$ cat config.mk
export PLATFORM = sky130hd
export DESIGN_NAME = ex_mem_stage
export DESIGN_NICKNAME = d
export VERILOG_FILES = /design/src/rtl/cpu_pkg.sv /design/src/rtl/ex_mem_stage.sv
export SDC_FILE = /design/constraint.sdc
export NUM_CORES = 1
export LEC_CHECK = 0
export ABC_AREA = 1
export ABC_CLOCK_PERIOD_IN_PS = 1900
export CORE_UTILIZATION = 52
export CTS_BUF_LIST = sky130_fd_sc_hd__clkbuf_8
export DETAILED_ROUTE_END_ITERATION = 6
export MAX_ROUTING_LAYER = met4
export PLACE_DENSITY = 0.82
export SLEW_MARGIN = 20
export SYNTH_ARGS = -nofsm -noshare
export SYNTH_HDL_FRONTEND = slang
export SYNTH_SLANG_ARGS = --single-unit
export TNS_END_PERCENT = 20
$ cat constraint.sdc
create_clock -name clk -period 1.9 [get_ports clk]
set_clock_uncertainty 0.1 [all_clocks]
set_input_delay 0.38 -clock clk [delete_from_list [all_inputs] [get_ports clk]]
set_output_delay 0.38 -clock clk [all_outputs]
set_load 0.01 [all_outputs]
$ cat src/rtl/cpu_pkg.sv
// Shared CPU definitions: default widths, ctrl bit positions, pipeline-stage
// state encoding, and the entry record held by the EX/MEM stage.
package cpu_pkg;

    localparam int DEFAULT_N  = 16;
    localparam int DEFAULT_RA = 4;
    localparam int CTRL_W     = 4;

    // ctrl = {regwrite, memtoreg, memwrite, branch}
    localparam int CTRL_REGWRITE = 3;
    localparam int CTRL_MEMTOREG = 2;
    localparam int CTRL_MEMWRITE = 1;
    localparam int CTRL_BRANCH   = 0;

    typedef enum logic [1:0] {
        EMPTY = 2'd0,
        ONE   = 2'd1,
        FULL  = 2'd2
    } stage_state_t;

    typedef struct packed {
        logic [DEFAULT_N-1:0]  alu;
        logic [DEFAULT_N-1:0]  wdata;
        logic [DEFAULT_RA-1:0] waddr;
        logic [DEFAULT_N-1:0]  pc_branch;
        logic [CTRL_W-1:0]     ctrl;
        logic                  zero;
    } entry_t;

    function automatic logic branch_taken(entry_t e);
        return e.ctrl[CTRL_BRANCH] & e.zero;
    endfunction

endpackage

$ cat src/rtl/ex_mem_stage.sv
// EX/MEM pipeline register with a one-deep skid slot so in_ready stays a
// registered signal; outputs always present the main (head) slot.
module ex_mem_stage
    import cpu_pkg::*;
#(
    parameter int n  = DEFAULT_N,
    parameter int RA = DEFAULT_RA
) (
    input  logic          clk,
    input  logic          rst_n,
    input  logic          in_valid,
    output logic          in_ready,
    input  logic [n-1:0]  alu_out,
    input  logic          zeroo,
    input  logic [n-1:0]  wdata,
    input  logic [RA-1:0] waddr,
    input  logic [n-1:0]  pc_branch,
    input  logic [3:0]    ctrl,
    output logic          out_valid,
    input  logic          out_ready,
    output logic [n-1:0]  out_alu,
    output logic [n-1:0]  out_wdata,
    output logic [n-1:0]  out_pc_branch,
    output logic [RA-1:0] out_waddr,
    output logic [3:0]    out_ctrl,
    output logic          pcsrc,
    input  logic          flush
);

    stage_state_t state;
    entry_t       main_p0;
    entry_t       skid_p0;
    entry_t       in_entry;
    logic         in_ready_q;
    logic         out_valid_q;
    logic         pcsrc_q;
    logic         accept;
    logic         retire;

    assign in_entry = '{alu:       alu_out,
                        wdata:     wdata,
                        waddr:     waddr,
                        pc_branch: pc_branch,
                        ctrl:      ctrl,
                        zero:      zeroo};

    assign accept = in_valid & in_ready_q;
    assign retire = out_valid_q & out_ready;

    // pcsrc is recomputed whenever the head entry changes, so it stays registered
    always_ff @(posedge clk) begin
        if (!rst_n) begin
            state       <= EMPTY;
            main_p0     <= '0;
            skid_p0     <= '0;
            in_ready_q  <= 1'b1;
            out_valid_q <= 1'b0;
            pcsrc_q     <= 1'b0;
        end else if (flush) begin
            state       <= EMPTY;
            in_ready_q  <= 1'b1;
            out_valid_q <= 1'b0;
            pcsrc_q     <= 1'b0;
        end else begin
            case (state)
                EMPTY: begin
                    if (accept) begin
                        main_p0     <= in_entry;
                        state       <= ONE;
                        out_valid_q <= 1'b1;
                        pcsrc_q     <= branch_taken(in_entry);
                    end
                end
                ONE: begin
                    if (accept && retire) begin
                        main_p0 <= in_entry;
                        pcsrc_q <= branch_taken(in_entry);
                    end else if (accept) begin
                        skid_p0    <= in_entry;
                        state      <= FULL;
                        in_ready_q <= 1'b0;
                    end else if (retire) begin
                        state       <= EMPTY;
                        out_valid_q <= 1'b0;
                        pcsrc_q     <= 1'b0;
                    end
                end
                FULL: begin
                    if (retire) begin
                        main_p0    <= skid_p0;
                        state      <= ONE;
                        in_ready_q <= 1'b1;
                        pcsrc_q    <= branch_taken(skid_p0);
                    end
                end
                default: begin
                    state       <= EMPTY;
                    in_ready_q  <= 1'b1;
                    out_valid_q <= 1'b0;
                    pcsrc_q     <= 1'b0;
                end
            endcase
        end
    end

    assign in_ready      = in_ready_q;
    assign out_valid     = out_valid_q;
    assign pcsrc         = pcsrc_q;
    assign out_alu       = main_p0.alu;
    assign out_wdata     = main_p0.wdata;
    assign out_waddr     = main_p0.waddr;
    assign out_pc_branch = main_p0.pc_branch;
    assign out_ctrl      = main_p0.ctrl;

endmodule

==> flow_summary.ini, run 1 <==
[cells_and_area]
fillers = 817
area.growth.synth_to_final_pct = 34.6
mostFrequentLayoutCells = nand2_1, nor2_1, dfxtp_1, clkdlybuf4s50_1, inv_1
mostFrequentLayoutCell = nand2_1
nNetsFinal = 975
final_area_um2 = 7130
layout-drive-gt1-share_pct = 7.03
diodes = 0

[pwr]
total_power_uw = 6330
p_per_area_nw_per_um2 = 889
cellLeakagePower_uw = 0.00321
peakVddDrop_v = 0.000583

[setup_path]
cp.required_ns = 1.42
critPathMaxFanout = 2
critPathTopFamily = buffers and inverters
cp-start-kind = flop
crit_type = flop to primary output
end_kind = primary output
cpMaxStageDelayCell = clkdlybuf4s50_1
reg2reg_from = in_ready
slowest_delay_ns = 0.57
cp_num_buf_inv = 1
arrival_ns = 1.35
startpoint = out_pc_branch[15]
path_cells = clkdlybuf4s50_1

[clock_tree]
clkLatencyLatePin_ns = 0.43
cts_buffers = 17
cts_tree = built
clkTransAtPathRegs_ns = 0.07
cts.sink_count = 118
ctsHoldBuffers = 0
cts_buffer_depth = 2
clockRootBuffer = clkbuf_8
htreeDepth = 4

[job]
drv_cap = 0

[sta]
finalSetupViolCount = 0
max_freq_mhz = 545
hold_viol = 0
fin_setup_tns_ns = 0
slew_headroom_pct = 74.6
report.final.slew_viol_count = 0
rsz0062_at_grt = no
period_share_pct = 96.6
period_needed_ns = 1.83
fin_ws_ns = 0.0653
worst_slew_pin_slew_ns = 0.382

[synth]
yosys.area.top_type = dfxtp_1
avgSynthCellArea_um2 = 6.57
synthTopCellsByArea = dfxtp_1, nand2_1, nor2_1
ys_seq_area_share_pct = 44.6
yosysTopAreaCellShare_pct = 44.6
synth_area_um2 = 5290
syn_inst = 806
ys.warnings.count = 0
yosysUniqueCellTypes = 19
synth_fp_nets = 868
synth-seq-cells = 118

[floorplan]
dieArea_um2 = 10600
core-area_um2 = 9820
die_w_um = 103
row_count = 36
fp.dieH_um = 103
ioPinCount = 121
initial_core_util_pct = 53.9

[global_route]
grt-ovfl-total = 0
grt_max_degree = 96
grt_pass1_vias = 4834
grt_pass1_wl_um = 21100
groute.usage.overall_pct = 26.5
antenna_found_initial = 0

[drt]
wl_per_cell_um = 12.1
ant_nets = 0
routed_wl_um = 12800
dr.pass1.iters = 6
via_per_inst = 4.98
num_vias = 5272
drc_errors = 0
dr.first_iter.drc_count = 217

[placement]
placed_area_um2 = 6660
hpwl_um = 8660
gp_congestion = 0.831
pre_cts_ws_ns = -0.276
io_buffers = 120

[status]
status = finished clean

[min_path]
hp-class = input pin to flop
hp-start = rst_n
[worst paths after layout]
check	end	slack, ns	cells past startpoint
setup / recovery	out_pc_branch[15]	0.07	1
hold / removal	out_wdata[12]	0.25	3
setup reg to reg	skid_p0[28]	0.19	6
hold reg to reg	skid_p0[10]	0.34	2
[cells in the mapped netlist]
master and number:
nor3b_1 1, nand2_1 165, buf_4 8, dfxtp_1 118, clkbuf_1 18, inv_1 99
nand3_2 1, a21oi_2 1, inv_2 6, nand2_2 2, nand3_1 62, buf_6 2
a21oi_1 43, buf_2 21, buf_1 4, nor3_1 1, o21ai_0 97, nor2_1 156
nor2_2 1
[power by group]
| group | switching (uW) | internal [uW] | total [uW] |
|---|---|---|---|
| combinational | 506 | 506 | 1010 |
| sequential | 65.9 | 2620 | 2680 |
| clock | 957 | 1680 | 2640 |
| total | 1530 | 4800 | 6330 |
[per-stage QoR]
step | instances | hold slack [ns] | util [%]
3_5_place_dp | 1027 | 0.337 | 67.8
2_1_floorplan | 806 | 0.325 | -
6_report | 1058 | 0.248 | 72.6
3_3_place_gp | 1027 | 0.331 | 67.8
5_1_grt | 1058 | 0.248 | 72.6
4_1_cts | 1058 | 0.222 | 72.5
[per-layer routing]
layer / up-vias / share of wire, % / GRT usage (%)
li1: 2700 / - / -
met1: 2361 / 43 / 31.1
met2: 180 / 49 / 42.9
met3: 31 / 6.5 / 6.58
met4: 0 / 2.5 / 11.9
met5: - / 0 / -
[kinds of logic (layout without fill, tap and decap cells)]
group	after synthesis	count (layout)	share of synthesized area, %
buffers and inverters	158	277	12.6
AND/OR/NAND/NOR	389	389	29.4
AO/OA/AOI/OAI	141	141	13.4
flip-flops	118	118	44.6
[flip-flops by register name, indices dropped and copies added, names as in the netlist]
signal and count:
out_pc_branch 16, skid_p0 57, out_valid 1, out_ctrl 4
state 2, out_wdata 16, out_waddr 4, pcsrc 1
out_alu 16, in_ready 1
[cell type report]
cell class / count / area (um2) / area share, %
clock buffer: 21 / 289 / 4.06
tap: 133 / 166 / 2.34
sequential: 118 / 2360 / 33.2
clock inverter: 10 / 176 / 2.48
timing repair buffer: 141 / 1450 / 20.3
inverter: 105 / 394 / 5.53
multi-input combinational: 530 / 2290 / 32.2
[timing repair]
action | in CTS | in global routing
setup buffers | 0 | 0
resized for setup | 0 | 2
endpoints found under the setup margin | 0 | 4
(Power assumes the default switching activity.)
==> run 2: changes to the inputs <==
--- a/config.mk
+++ b/config.mk
@@ -7,6 +7,7 @@
 export LEC_CHECK = 0
 export ABC_AREA = 1
 export ABC_CLOCK_PERIOD_IN_PS = 1900
+export CORE_MARGIN = 2
 export CORE_UTILIZATION = 52
 export CTS_BUF_LIST = sky130_fd_sc_hd__clkbuf_8
 export DETAILED_ROUTE_END_ITERATION = 6
==> run 2 against run 1 <==
Combinational power is essentially flat. Routed wire length rose by 4.0%. Clock power down 7%. Global-route usage decreased by 1.2 points. Flip-flop and latch count stayed put. Design area increased by 0.11%. Non-clock buffer count rose by 6. Critical path depth did not move. Sequential power hardly changed. Die area increased by 3.9%. Maximum frequency rose by 1.1%. Largest cell class unchanged. Largest power group unchanged. Highest routed layer unchanged.
==> flow_summary.ini, run 2 (synthesis gave the netlist of run 1 again) <==
[global_route]
grt_max_degree = 60
grt-ovfl-total = 0
grt_pass1_wl_um = 22300
groute.usage.overall_pct = 25.3
antenna_found_initial = 0
grt_pass1_vias = 4999

[drt]
highest_layer = met4
wl_met1_um = 5780
wl_met2_um = 6530
drc_errors = 0
dr_wl_met3_um = 816
via_per_inst = 5.02
routed_wl_um = 13300
ant_nets = 0
dr.pass1.iters = 5
num_vias = 5345
wl_per_cell_um = 12.5
dr.first_iter.drc_count = 270

[job]
drv_cap = 0

[cells_and_area]
mostFrequentLayoutCell = nand2_1
mostFrequentLayoutCells = nand2_1, nor2_1, clkdlybuf4s50_1
final_area_um2 = 7130
largest_reg_flops = 57
diodes = 0
multi_input_area_um2 = 2290
nNetsFinal = 981
fillers = 827
top_register = skid_p0
layout-drive-gt1-share_pct = 7.62
ff_latch_area_um2 = 2360
area.growth.synth_to_final_pct = 34.8
fin_cells = 1065

[floorplan]
initial_core_util_pct = 53.9
fp.dieH_um = 105
ioPinCount = 121
die_w_um = 105
core-area_um2 = 9820
row_count = 36
dieArea_um2 = 11000

[setup_path]
arrival_ns = 1.33
cpMaxStageDelayCell = clkdlybuf4s50_1
cp.required_ns = 1.42
critPathMaxFanout = 2
end_kind = primary output
critPathTopFamily = buffers and inverters
slowest_delay_ns = 0.55
path_cells = clkdlybuf4s50_1
cp-start-kind = flop
cp_num_buf_inv = 1
crit_type = flop to primary output

[sta]
period_needed_ns = 1.81
hold_viol = 0
slew_headroom_pct = 68.9
report.final.slew_viol_count = 0
finalSetupViolCount = 0
rsz0062_at_grt = no
worst_slew_pin_slew_ns = 0.467
fin_ws_ns = 0.0855
period_share_pct = 95.5
hold_ws_ns = 0.266
max_freq_mhz = 551

[placement]
hpwl_um = 8790
post-place-cells = 1033
placed_area_um2 = 6700
io_buffers = 120
pre_cts_ws_ns = -0.228
gp_congestion = 0.863

[status]
status = finished clean

[clock_tree]
ctsHoldBuffers = 0
cts_setup_buffers = 0
clockRootBuffer = clkbuf_8
clkTransAtPathRegs_ns = 0.08
cts_resized = 0
cts_tree = built
cts_buffers = 17
cts.sink_count = 118
cts_buffer_depth = 2
clkLatencyLatePin_ns = 0.41
htreeDepth = 4

[pwr]
peakVddDrop_v = 0.000545
cellLeakagePower_uw = 0.00319
total_power_uw = 6170
p_per_area_nw_per_um2 = 865

[min_path]
hp-class = input pin to flop
## run 2: through the flow
stage               setup TNS [ns]  util [%]
finish                           0      72.6
global route                     0      72.6
CTS                              0      72.6
detailed placement          -13.75      68.2
global placement             -9.85      68.2
floorplan                        0         -
## run 2: layout make-up
| type | instances | share of cell area [%] |
|---|---|---|
| repair buffers | 147 | 20.9 |
| flip-flops and latches | 118 | 33.1 |
| clock buffers | 18 | 3.47 |
| clock inverters | 14 | 2.60 |
| well taps | 133 | 2.33 |
| multi-input cells | 530 | 32.1 |
| inverters | 105 | 5.53 |
## run 2: report_power, final
| part | internal (uW) | switching (uW) | total [uW] |
|---|---|---|---|
| sequential | 2610 | 70.1 | 2680 |
| combinational | 516 | 513 | 1030 |
| clock | 1450 | 1010 | 2460 |
| total | 4580 | 1590 | 6170 |
## run 2: worst paths after layout
path	start	to	slack, ns	cells after the start
worst max-delay path	out_pc_branch[5]	out_pc_branch[5]	0.09	1
worst min-delay path	rst_n	out_pc_branch[6]	0.27	3
worst max register to register	state[1]	skid_p0[12]	0.24	7
worst min register to register	skid_p0[37]	skid_p0[37]	0.35	2
## run 2: worst register-to-register path: stages, from the launching register on
cell,delay [ns]
dfxtp_1,0.37
inv_2,0.10
nand2_1,0.05
nor2_1,0.17
nand3_2,0.18
buf_4,0.28
o21ai_0,0.24
a21oi_1,0.07
## run 2: per-layer routing
| layer | vias to the layer above | GRT usage (%) |
|---|---|---|
| li1 | 2713 | - |
| met1 | 2428 | 30.4 |
| met2 | 184 | 41.9 |
| met3 | 20 | 5.86 |
| met4 | 0 | 8.10 |
| met5 | - | - |
